**src/rtl/qracc_sram_seq.sv**
```systemverilog
// SRAM access sequencer: expands single-word read/write requests into the
// precharge / wordline / write-drive / sense-amp control sequence of the
// analog macro. Every macro-facing output is decoded from registered state.
module qracc_sram_seq #(
  parameter int numRows   = 128,
  parameter int numCols   = 32,
  parameter int pchCycles = 2,
  parameter int wlCycles  = 2,
  parameter int saCycles  = 1
) (
  input  logic                       clk,
  input  logic                       rst,
  input  logic                       rq_valid_i,
  input  logic                       rq_wr_i,
  input  logic [$clog2(numRows)-1:0] addr_i,
  input  logic [numCols-1:0]         wr_data_i,
  input  logic [numCols-1:0]         wr_mask_i,
  output logic                       rq_ready_o,
  output logic                       rd_valid_o,
  output logic [numCols-1:0]         rd_data_o,
  output logic                       err_o,
  output logic                       busy_o,
  output logic [numRows-1:0]         WL,
  output logic                       PCH,
  output logic                       WRITE,
  output logic [numCols-1:0]         WR_DATA,
  output logic [numCols-1:0]         CSEL,
  output logic                       SAEN,
  input  logic [numCols-1:0]         SA_OUT
);

  localparam int AW   = $clog2(numRows);
  localparam int MAXC = (pchCycles > wlCycles)
                        ? ((pchCycles > saCycles) ? pchCycles : saCycles)
                        : ((wlCycles  > saCycles) ? wlCycles  : saCycles);
  localparam int CW   = $clog2(MAXC + 1);

  // Counter reload values: the counter runs down to zero in the last cycle
  // of each phase.
  localparam logic [CW-1:0] PCH_LAST = CW'(pchCycles - 1);
  localparam logic [CW-1:0] WL_LAST  = CW'(wlCycles - 1);
  localparam logic [CW-1:0] SA_LAST  = CW'(saCycles - 1);
  localparam logic [AW:0]   ROWS     = (AW + 1)'(numRows);

  typedef enum logic [2:0] {
    IDLE  = 3'd0,
    PRECH = 3'd1,
    WLINE = 3'd2,
    SENSE = 3'd3,
    CAPT  = 3'd4,
    RECOV = 3'd5
  } state_e;

  state_e               state_q, state_d;
  logic [CW-1:0]        cnt_q, cnt_d;
  logic                 wr_q, wr_d;
  logic [AW-1:0]        addr_q, addr_d;
  logic [numCols-1:0]   data_q, data_d;
  logic [numCols-1:0]   mask_q, mask_d;
  logic                 oor_q, oor_d;
  logic                 err_q, err_d;
  logic [numCols-1:0]   rd_data_q, rd_data_d;

  logic                 accept;
  logic                 oor_in;

  // Only the ready flag looks at rst combinationally so nothing is accepted
  // while reset is held.
  assign rq_ready_o = (state_q == IDLE) && !rst;
  assign accept     = rq_valid_i && rq_ready_o;
  assign oor_in     = {1'b0, addr_i} >= ROWS;

  // State register and request latches, cleared asynchronously.
  always_ff @(posedge clk or posedge rst) begin
    if (rst) begin
      state_q   <= IDLE;
      cnt_q     <= '0;
      wr_q      <= 1'b0;
      addr_q    <= '0;
      data_q    <= '0;
      mask_q    <= '0;
      oor_q     <= 1'b0;
      err_q     <= 1'b0;
      rd_data_q <= '0;
    end else begin
      state_q   <= state_d;
      cnt_q     <= cnt_d;
      wr_q      <= wr_d;
      addr_q    <= addr_d;
      data_q    <= data_d;
      mask_q    <= mask_d;
      oor_q     <= oor_d;
      err_q     <= err_d;
      rd_data_q <= rd_data_d;
    end
  end

  // Next-state: each timed phase ends when its counter reaches zero.
  always_comb begin
    state_d = state_q;
    case (state_q)
      IDLE:  if (accept) state_d = PRECH;
      PRECH: if (cnt_q == '0) state_d = WLINE;
      WLINE: if (cnt_q == '0) state_d = wr_q ? RECOV : SENSE;
      SENSE: if (cnt_q == '0) state_d = CAPT;
      CAPT:  state_d = IDLE;
      RECOV: state_d = IDLE;
      default: state_d = IDLE;
    endcase
  end

  // Phase counter, request latching, error flag and read capture.
  always_comb begin
    cnt_d = (cnt_q != '0) ? cnt_q - CW'(1) : cnt_q;
    if (state_d != state_q) begin
      case (state_d)
        PRECH:   cnt_d = PCH_LAST;
        WLINE:   cnt_d = WL_LAST;
        SENSE:   cnt_d = SA_LAST;
        default: cnt_d = '0;
      endcase
    end

    wr_d   = wr_q;
    addr_d = addr_q;
    data_d = data_q;
    mask_d = mask_q;
    oor_d  = oor_q;
    if (accept) begin
      wr_d   = rq_wr_i;
      addr_d = addr_i;
      data_d = wr_data_i;
      mask_d = wr_mask_i;
      oor_d  = oor_in;
    end

    // err_q is high exactly during the first PRECH cycle of a bad request.
    err_d = accept && oor_in;

    // Sense-amp data is taken at the edge that closes the last SENSE cycle.
    rd_data_d = rd_data_q;
    if ((state_q == SENSE) && (cnt_q == '0)) begin
      rd_data_d = oor_q ? '0 : SA_OUT;
    end
  end

  // Macro controls decoded from the current phase and latched request.
  always_comb begin
    WL      = '0;
    PCH     = 1'b0;
    WRITE   = 1'b0;
    WR_DATA = '0;
    CSEL    = '0;
    SAEN    = 1'b0;
    case (state_q)
      PRECH: PCH = 1'b1;
      WLINE: begin
        // An out-of-range row never matches, leaving WL all zero.
        for (int r = 0; r < numRows; r++) begin
          WL[r] = ({1'b0, addr_q} == (AW + 1)'(r));
        end
        if (wr_q) begin
          WRITE   = !oor_q && (mask_q != '0);
          WR_DATA = data_q;
          CSEL    = mask_q;
        end else begin
          CSEL = '1;
        end
      end
      SENSE: begin
        SAEN = 1'b1;
        CSEL = '1;
      end
      default: ;
    endcase
  end

  assign rd_valid_o = (state_q == CAPT);
  assign rd_data_o  = rd_data_q;
  assign err_o      = err_q;
  assign busy_o     = (state_q != IDLE);

endmodule

```
**config.mk**
```make
export PLATFORM = sky130hd
export DESIGN_NAME = qracc_sram_seq
export DESIGN_NICKNAME = d
export VERILOG_FILES = /design/src/rtl/qracc_sram_seq.sv
export SDC_FILE = /design/constraint.sdc
export NUM_CORES = 1
export LEC_CHECK = 0
export CAP_MARGIN = 15
export CELL_PAD_IN_SITES_DETAIL_PLACEMENT = 0
export CELL_PAD_IN_SITES_GLOBAL_PLACEMENT = 2
export CORE_ASPECT_RATIO = 0.7
export CORE_MARGIN = 5
export CORE_UTILIZATION = 21
export DETAILED_ROUTE_END_ITERATION = 8
export HOLD_SLACK_MARGIN = 0.08
export PLACE_DENSITY = 0.78
export SYNTH_ARGS = -nofsm -noshare
export SYNTH_HDL_FRONTEND = slang
export SYNTH_SLANG_ARGS = --single-unit
```
**constraint.sdc**
```tcl
create_clock -name clk -period 4.2 [get_ports clk]
set_input_delay 0.84 -clock clk [delete_from_list [all_inputs] [get_ports clk]]
set_output_delay 0.84 -clock clk [all_outputs]
set_load 0.01 [all_outputs]
```
==> results by group, run 1 <==
Placed design
  • Placed insts: 1239
  • Pre-CTS setup slack: 0.708 ns
  • Global placer's final weighted congestion: 0.741
  • DP HPWL: 18.5 mm
  • Area after DPL: 9470 sq um
  • Port Buffer Count: 336

Worst setup path
  • Crit Path Class: reg -> out
  • Worst path slowest cell: clkdlybuf4s50_1
  • Worst setup SP type: register
  • CP peak stage delay: 0.63 ns
  • Critical path required time: 3.36 ns
  • Critical path peak fanout: 16
  • CP Cell Sequence: nor3b_4 -> nand4_2 -> nor2_1 -> clkdlybuf4s50_1
  • CP arrival: 2.90 ns
  • Crit end category: output pin

Routing
  • WL final: 23.7 mm
  • TritonRoute pass-1 iters: 4
  • Vias: 5261
  • Wire per inst: 18.9 um
  • Antenna-violating nets left: 0
  • DRC Markers: 0
  • Initial drt markers: 289
  • Vias/cell: 4.19

STA
  • Max-slew violation count: 0
  • Post-route minimum period: 3.74 ns
  • Setup tns final: 0 ns
  • RSZ-0062 raised after global routing: false
  • Setup Viol. Count Final: 0
  • Final Hold Fails: 0
  • Fin crit share: 89.1%
  • Clk_skew: 0.0153 ns
  • Min setup slack post-route: 0.458 ns
  • Hold Slack: 0.486 ns
  • Achievable frequency: 0.267 GHz
  • Slew margin rel.: 50.6%
  • Actual slew at the worst max-slew pin: 0.739 ns

Synthesis
  • Post-synthesis adder-cell area fraction: 0.216%
  • Share of the synthesized area in the top cell type: 47.1%
  • Yosys reg bits: 109
  • Ys async rst share: 100%
  • Syn Area/Cell: 10.0 sq um
  • Post-Synth Simple-Gate Area: 24.2%
  • Post-synth EDFFs: 0
  • Synth Cell Area: 5800 sq um
  • Post-synthesis xor/xnor area fraction: 0%
  • Synth area leaders: dfrtp_1 47%, nor2_1 13%, mux2_2 11%, mux2_4 9.3%, and2_1 3.6%
  • Synth warn: 0
  • Mux cell area share after synthesis: 22.7%
  • Largest family of logic cells by synthesized area: simple AND/OR/NAND/NOR gates
  • Register area share after synthesis: 47.1%
  • Cell taking the most area after synthesis: dfrtp_1
  • Main synth FF type: dfrtp_1
  • Syn nets: 686
  • Synth cell types: 35
  • Syn Inst Count: 578
  • Post-synthesis compound-gate area fraction: 0.885%

Clock tree
  • Post-CTS setup buffer count: 0
  • Clk buf depth: 2
  • CTS clock-pin slew for the worst setup and hold paths: 0.07 ns
  • Hold Buf Count CTS: 0
  • Worst-skew pair later-pin latency: 0.35 ns
  • Htree depth: 3
  • CTS tree: done
  • CTS Buf Count: 9
  • Clk sink count: 109
  • CTS root buf: clkbuf_16
  • Post-cts gate resize count: 0

Floorplanning
  • Core region area: 27000 sq um
  • Row cnt: 50
  • Die width: 209 um
  • Initial Util: 21.5%
  • Die area: 31100 sq um
  • Ports: 338
  • Die height: 149 um

Layout
  • Fin cells: 1255
  • Layout cells sized above 1: 15.2%
  • Nets: 994
  • Final core utilization: 36.3%
  • Layout area overhead: 68.9%
  • Design area: 9790 sq um
  • Antenna Cells: 0

Global route
  • Total track usage: 14.5%
  • First-pass GRT wire length: 34.8 mm
  • Largest net degree at the start of global routing: 53
  • Number of global-route vias before repair: 5425
  • Total congestion overflow: 0
  • Initial antenna violation count: 1

Job
  • Maxcap violations: 0

Outcome
  • Run status: finished clean

Hold path
  • Hold WC Path Type: reg -> reg

Pwr
  • Pleak: 3.83 nW
  • PwrDens: 588 nW/um^2
  • Total power: 5.76 mW
  • VDD IR max: 0.000241 V
-- sequential cells by signal, summed over array words and instances, names as in the netlist --
signal / count
cnt_q: 2
addr_q: 7
state_q: 3
mask_q: 32
data_q: 32
rd_data_o: 32
wr_q: 1
-- report_power, final --
part	total (mW)	switching (mW)	internal (mW)
Clock	0.923	0.408	0.515
Combinational	2.83	1.29	1.55
Sequential	2.00	0.420	1.58
-- layout by cell type (no fill, tap or decap), types with 2 or more instances in the layout --
master / instances
nand3b_1: 3
buf_4: 10
nand2b_1: 2
and2_1: 33
mux2_2: 58
nor4_1: 8
nor3b_1: 2
inv_1: 2
or3b_2: 2
a21oi_1: 2
nand2_1: 13
nor2_1: 198
nand4_1: 8
nand3_1: 13
dfrtp_1: 109
buf_12: 2
clkdlybuf4s50_1: 336
mux2_1: 11
nor2b_1: 5
clkbuf_8: 3
or3_1: 3
clkinvlp_4: 2
nand3_2: 3
o21ai_0: 3
mux2_4: 36
clkbuf_16: 9
-- path summary, 6_finish.rpt --
kind	startpoint	to	slack [ns]	cells after the start
hold / removal	data_q[23]	data_q[23]	0.49	1
min in group asynchronous	rst	mask_q[30]	1.00	2
hold reg to reg	data_q[23]	data_q[23]	0.49	1
max in group asynchronous	rst	rd_data_o[0]	2.42	3
setup reg to reg	state_q[0]	mask_q[27]	1.92	5
setup / recovery	state_q[1]	WL[114]	0.46	4
-- worst max-delay path, delay by kind of cell, from the launching register on --
kind / cells / cell delay, ns
flip-flops: 1 / 0.55
buffers and inverters: 1 / 0.63
AND/OR/NAND/NOR: 3 / 1.38
-- cells by family (layout without fill, tap and decap cells) --
| family | after synthesis | in the layout |
|---|---|---|
| simple gates | 300 | 300 |
| buf+inv | 54 | 367 |
| other cells | 1 | 1 |
| compound gates | 8 | 8 |
| fa+ha+maj | 1 | 1 |
| mux | 105 | 105 |
| flops | 109 | 109 |
-- cell usage after synthesis, types with 2 or more instances --
cell type,number
nor2_1,198
dfrtp_1,109
mux2_2,58
mux2_4,36
and2_1,33
clkbuf_1,28
buf_2,14
nand2_1,14
nand3_1,13
mux2_1,11
nand4_1,8
nor4_1,8
buf_6,7
nor2b_1,5
inv_1,3
nand3_2,3
nand3b_1,3
o21ai_0,3
or3_1,3
a21oi_1,2
buf_4,2
nand2b_1,2
nor3b_1,2
or3b_2,2
-- routing by layer --
| layer | part of all wire, % | wire [um] | up-vias | GRT usage [%] |
|---|---|---|---|---|
| met5 | 0.055 | 13 | - | 0 |
| met4 | 1.7 | 394 | 2 | 3.65 |
| met3 | 10 | 2420 | 24 | 6.05 |
| met2 | 48 | 11400 | 240 | 25.2 |
| met1 | 40 | 9460 | 2485 | 16.6 |
| li1 | - | - | 2510 | - |
-- area by class of cell --
type                            instances  area [sq um]
Clock buffer                           12           267
Clock inverter                          4          53.8
Fill cell                            2771         17200
Inverter                                3          13.8
Multi-Input combinational cell        415          2800
Sequential cell                       109          2730
Tap cell                              364           455
Timing Repair Buffer                  348          3480
Power figures use the tool's default switching activity.
==> run 2, diff against run 1 <==
CORE_ASPECT_RATIO = unset   (was 0.7)
==> results by group, run 2 (synthesis gave the netlist of run 1 again) <==
Worst setup path
  • Crit end category: output pin
  • Reg2reg start: state_q[0]
  • Worst setup SP type: register
  • R2R Path End: wr_q
  • Critical path required time: 3.36 ns (about the same)
  • Crit Path Class: reg -> out
  • Reg2Reg Setup Slack: 2.17 ns (+0.25 ns)
  • CP arrival: 2.86 ns (-0.04 ns)
  • Critical path peak fanout: 14 (-2)
  • Reg2reg path depth: 6 (+1)
  • Crit path from: state_q[1]

STA
  • Post-route minimum period: 3.70 ns (-0.0445 ns)
  • Final Hold Fails: 0 (unchanged)
  • Max-slew violation count: 0 (unchanged)
  • Fin crit share: 88.0% (-1.1 points)
  • Slew margin rel.: 44.4% (-6.2 points)
  • RSZ-0062 raised after global routing: false
  • Actual slew at the worst max-slew pin: 0.831 ns (+0.0924 ns)
  • Setup tns final: 0 ns (unchanged)
  • Achievable frequency: 0.270 GHz (+1.2%)
  • Setup Viol. Count Final: 0 (unchanged)
  • Clk_skew: 0.0152 ns (-0.000102 ns)

Pwr
  • NetSw: 2.16 mW (+2.1%)
  • VDD IR max: 0.000253 V (+4.8%)
  • Net Sw Frac: 37.3% (+0.65 points)
  • Clk pwr share: 16.3% (+0.3 points)
  • Pint: 3.62 mW (-0.72%)
  • Pleak: 3.83 nW (about the same)
  • Register share of total power: 34.8% (about the same)
  • Comb pwr share: 48.8% (-0.4 points)
  • PwrDens: 589 nW/um^2 (+0.15%)

Placed design
  • DP HPWL: 17.3 mm (-6.2%)
  • Placed insts: 1246 (+0.56%)
  • Global placer's final weighted congestion: 0.813 (+9.6%)
  • Port Buffer Count: 336 (unchanged)

Floorplanning
  • Initial Util: 21.4% (-0.11 points)
  • Ports: 338 (unchanged)
  • Core region area: 27100 sq um (+0.51%)
  • Row cnt: 60 (+20%)
  • Die width: 176 um (-16%)
  • Die height: 176 um (+18%)
  • Die area: 31000 sq um (-0.17%)

Clock tree
  • CTS Buf Count: 9 (unchanged)
  • Clk buf depth: 2 (unchanged)
  • CTS root buf: clkbuf_16
  • CTS tree: done
  • Worst-skew pair later-pin latency: 0.36 ns (about the same)
  • Clk sink count: 109 (unchanged)
  • CTS clock-pin slew for the worst setup and hold paths: 0.08 ns (about the same)
  • Post-CTS setup buffer count: 0 (unchanged)
  • Hold Buf Count CTS: 0 (unchanged)
  • Htree depth: 3 (unchanged)
  • Post-cts gate resize count: 0 (unchanged)

Hold path
  • Hold Path Sink: data_q[23]
  • Hold Path Cell Cnt: 1 (unchanged)
  • Hold WC Path Type: reg -> reg
  • HP Start: data_q[23]

Routing
  • Antenna-violating nets left: 0 (unchanged)
  • Vias: 5327 (+1.3%)
  • Initial drt markers: 115 (-60%)
  • Vias/cell: 4.22 (+0.69%)
  • Wire per inst: 17.8 um (-5.8%)
  • DRC Markers: 0 (unchanged)
  • TritonRoute pass-1 iters: 4 (unchanged)
  • WL final: 22.4 mm (-5.2%)

Global route
  • Total congestion overflow: 0 (unchanged)
  • Number of global-route vias before repair: 5726 (+5.5%)
  • First-pass GRT wire length: 33.9 mm (-2.6%)
  • Total track usage: 13.9% (-0.50 points)
  • Initial antenna violation count: 0 (-1)
  • Largest net degree at the start of global routing: 61 (+15%)

Job
  • Maxcap violations: 0 (unchanged)

Layout
  • Commonest non-fill, non-tap cell in the layout: clkdlybuf4s50_1
  • Layout area overhead: 69.2%
  • Layout cells sized above 1: 15.3% (+0.13 points)
  • Nets: 993 (-0.10%)
  • Fillers: 2800 (+1.0%)
  • Antenna Cells: 0 (unchanged)
  • Fin cells: 1262 (+0.56%)
  • Commonest cells after routing, fill and taps aside: 336 x clkdlybuf4s50_1, 197 x nor2_1, 109 x dfrtp_1

Outcome
  • Run status: finished clean
[run 2: how the worst max path moves through the flow]
stage          cells after the start        end  slack, ns
6_report                           5     WL[61]       0.50
5_1_grt                            5     WL[28]       0.31
4_1_cts                            5     WL[28]       0.48
3_5_place_dp                       5     WL[28]       0.89
3_3_place_gp                       5     WL[28]       0.92
2_1_floorplan                      1  addr_q[0]       0.49
[run 2: layer usage]
metal / share of wire, % / global-route usage [%] / wire length, um
met5: 0 / 0 / 0
met4: 2.5 / 4.32 / 565
met3: 13 / 6.96 / 3020
met2: 46 / 23.6 / 10200
met1: 38 / 15.4 / 8610
[run 2: final cells by class]
type | instances | area, sq um | share of cell area, %
repair buffers | 347 | 3470 | 35.4
multi-input cells | 415 | 2800 | 28.6
flip-flops and latches | 109 | 2730 | 27.8
well taps | 372 | 465 | 4.75
clock buffers | 9 | 225 | 2.30
clock inverters | 7 | 103 | 1.05
inverters | 3 | 13.8 | 0.140
[run 2: power by group through the flow]
stage	sequential [mW]	clock [mW]	combinational, mW
floorplan	1.91	0	1.63
global placement	2.03	0	2.87
detailed placement	2.04	0	2.87
CTS	2.02	0.994	2.88
global route	2.10	1.03	3.06
finish	2.01	0.943	2.82
[run 2: metrics by stage]
stage          cell area (sq um)  setup WS, ns  hold slack (ns)  utilization [%]  power (mW)
4_1_cts                     9810         0.481            0.492             36.2        5.90
6_report                    9810         0.503            0.487             36.2        5.78
3_5_place_dp                9480         0.888            0.474             35.0        4.91
2_1_floorplan               5800         0.486            0.456                -        3.55
5_1_grt                     9810         0.309            0.501             36.2        6.19
3_3_place_gp                9480         0.919            0.467             35.0        4.90
[run 2: worst max-delay path, stage by stage (launching register included)]
cell and delay, ns:
dfrtp_1 0.55, nor3b_4 0.62, buf_4 0.26, nand4_1 0.30, nor2_1 0.20, clkdlybuf4s50_1 0.58
==> run 3, diff against run 2 <==
ABC_CLOCK_PERIOD_IN_PS = 3300   (was unset)
CORE_UTILIZATION = 19   (was 21)
PLACE_DENSITY = 0.74   (was 0.78)
clock period = 3.3 ns   (was 4.2 ns; I/O delays follow)
==> results by group, run 3 (synthesis gave the netlist of run 1 again) <==
Layout
  • Nets: 1009 (+1.6%)
  • Layout cells sized above 1: 16.9% (+1.6 points)
  • Fillers: 3173 (+13%)
  • Layout area overhead: 71.5%
  • Commonest cells after routing, fill and taps aside: 336 x clkdlybuf4s50_1, 197 x nor2_1, 109 x dfrtp_1
  • Final core utilization: 32.8% (-3.4 points)
  • Antenna Cells: 0 (unchanged)
  • Design area: 9940 sq um (+1.4%)
  • Commonest non-fill, non-tap cell in the layout: clkdlybuf4s50_1

Global route
  • Largest net degree at the start of global routing: 76 (+25%)
  • Initial antenna violation count: 0 (unchanged)
  • Total congestion overflow: 0 (unchanged)
  • First-pass GRT wire length: 35.3 mm (+4.2%)
  • Number of global-route vias before repair: 5804 (+1.4%)
  • Total track usage: 13.3% (-0.64 points)

Clock tree
  • Worst-skew pair later-pin latency: 0.35 ns (about the same)
  • CTS root buf: clkbuf_16
  • Htree depth: 3 (unchanged)
  • CTS Buf Count: 9 (unchanged)
  • Hold Buf Count CTS: 0 (unchanged)
  • Clk buf depth: 2 (unchanged)
  • CTS tree: done
  • Clk sink count: 109 (unchanged)
  • CTS clock-pin slew for the worst setup and hold paths: 0.08 ns (about the same)

STA
  • Actual slew at the worst max-slew pin: 0.742 ns (-0.0893 ns)
  • Fin crit share: 96.6%
  • Max-slew violation count: 0 (unchanged)
  • Clk_skew: 0.00717 ns (-0.00803 ns)
  • Min setup slack post-route: 0.113 ns (-0.390 ns)
  • Setup Viol. Count Final: 0 (unchanged)
  • Achievable frequency: 0.314 GHz
  • Slew margin rel.: 50.5% (+6.1 points)
  • Final Hold Fails: 0 (unchanged)
  • RSZ-0062 raised after global routing: false
  • Hold Slack: 0.487 ns (+0.000653 ns)
  • Setup tns final: 0 ns (unchanged)
  • Post-route minimum period: 3.19 ns

Placed design
  • Pre-CTS setup slack: 0.243 ns (-0.645 ns)
  • DP HPWL: 17.9 mm (+3.4%)
  • Port Buffer Count: 336 (unchanged)
  • Area after DPL: 9610 sq um (+1.3%)
  • Global placer's final weighted congestion: 0.796 (-2.1%)

Hold path
  • HP Start: data_q[22]
  • Hold WC Path Type: reg -> reg

Worst setup path
  • Critical path required time: 2.64 ns (-0.72 ns)
  • Crit path to: WL[63]
  • Reg2reg path depth: 6 (unchanged)
  • Reg2reg start: state_q[0]
  • Worst setup SP type: register
  • R2R Path End: data_q[23]
  • Reg2Reg Setup Slack: 1.24 ns (-0.93 ns)
  • Crit path from: addr_q[1]
  • Critical path peak fanout: 11 (-3)
  • CP arrival: 2.53 ns (-0.33 ns)
  • Crit end category: output pin
  • Crit Path Class: reg -> out

Routing
  • DRC Markers: 0 (unchanged)
  • Vias/cell: 4.09 (-3.1%)
  • Antenna-violating nets left: 0 (unchanged)
  • Wire per inst: 17.9 um (+0.72%)
  • Vias: 5327 (unchanged)
  • Initial drt markers: 136 (+18%)
  • WL final: 23.3 mm (+3.9%)
  • TritonRoute pass-1 iters: 4 (unchanged)

Outcome
  • Run status: finished clean

Pwr
  • Pleak: 3.89 nW (+1.7%)
  • VDD IR max: 0.000357 V (+41%)
  • PwrDens: 748 nW/um^2 (+27%)

Floorplanning
  • Die height: 185 um (+4.8%)
  • Initial Util: 19.1% (-2.3 points)
  • Row cnt: 64 (+6.7%)
  • Core region area: 30300 sq um (+12%)
  • Die width: 185 um (+4.8%)
  • Ports: 338 (unchanged)
  • Die area: 34100 sq um (+9.9%)

Job
  • Maxcap violations: 0 (unchanged)
## run 3: cell types whose count changed in the layout (fill, tap and decap cells not counted), sizes merged
cell / before / now
buf: 11 / 27
clkinvlp: 0 / 2
bufinv: 1 / 0
clkbuf: 9 / 10
clkinv: 4 / 3
inv: 5 / 4
## run 3: repair_timing
item	4_1_cts	5_1_grt
gates resized for setup	1	3
pin swaps	0	1
setup endpoints to repair	24	23
buffers inserted	0	3
cloned	0	0
## run 3: area by class of cell
cell class                      count  area [sq um]  area share, %
Clock buffer                       10           239           2.40
Clock inverter                      6          57.6          0.579
Inverter                            3          15.0          0.151
Multi-Input combinational cell    415          2820           28.3
Sequential cell                   109          2730           27.4
Tap cell                          396           495           4.98
Timing Repair Buffer              363          3590           36.1
## run 3: worst max-delay path, stage by stage, from the launching register on
cell,delay (ns)
dfrtp_1,0.64
nand4_1,0.30
or3_1,0.50
nor2_1,0.17
clkdlybuf4s50_1,0.55
## run 3: routing by layer
layer  vias to the layer above  share of wire (%)  global-route usage, %
met5                         -                  0                      0
met4                         0                1.5                   3.35
met3                        21                 12                   6.28
met2                       260                 46                   21.9
met1                      2516                 40                   15.8
li1                       2530                  -                      -
## run 3: worst min-delay path by stage
stage / cells after the start / endpoint / slack [ns]
6_report: 1 / data_q[22] / 0.49
5_1_grt: 1 / data_q[22] / 0.51
4_1_cts: 1 / data_q[22] / 0.49
3_5_place_dp: 1 / data_q[22] / 0.47
3_3_place_gp: 1 / data_q[24] / 0.47
2_1_floorplan: 1 / data_q[22] / 0.46
## run 3: through the flow
step                      power [mW]  cells
final                           7.44   1302
after global routing            8.01   1302
after CTS                       7.55   1299
after detailed placement        6.36   1283
after global placement          6.35   1283
after floorplan                 4.51    578
## run 3: where the power goes
group          leakage [nW]  switching, mW  internal (mW)
Sequential             1.29          0.533           2.02
Combinational          2.46           1.71           2.07
Clock                 0.144          0.563          0.550
Total                  3.89           2.80           4.64
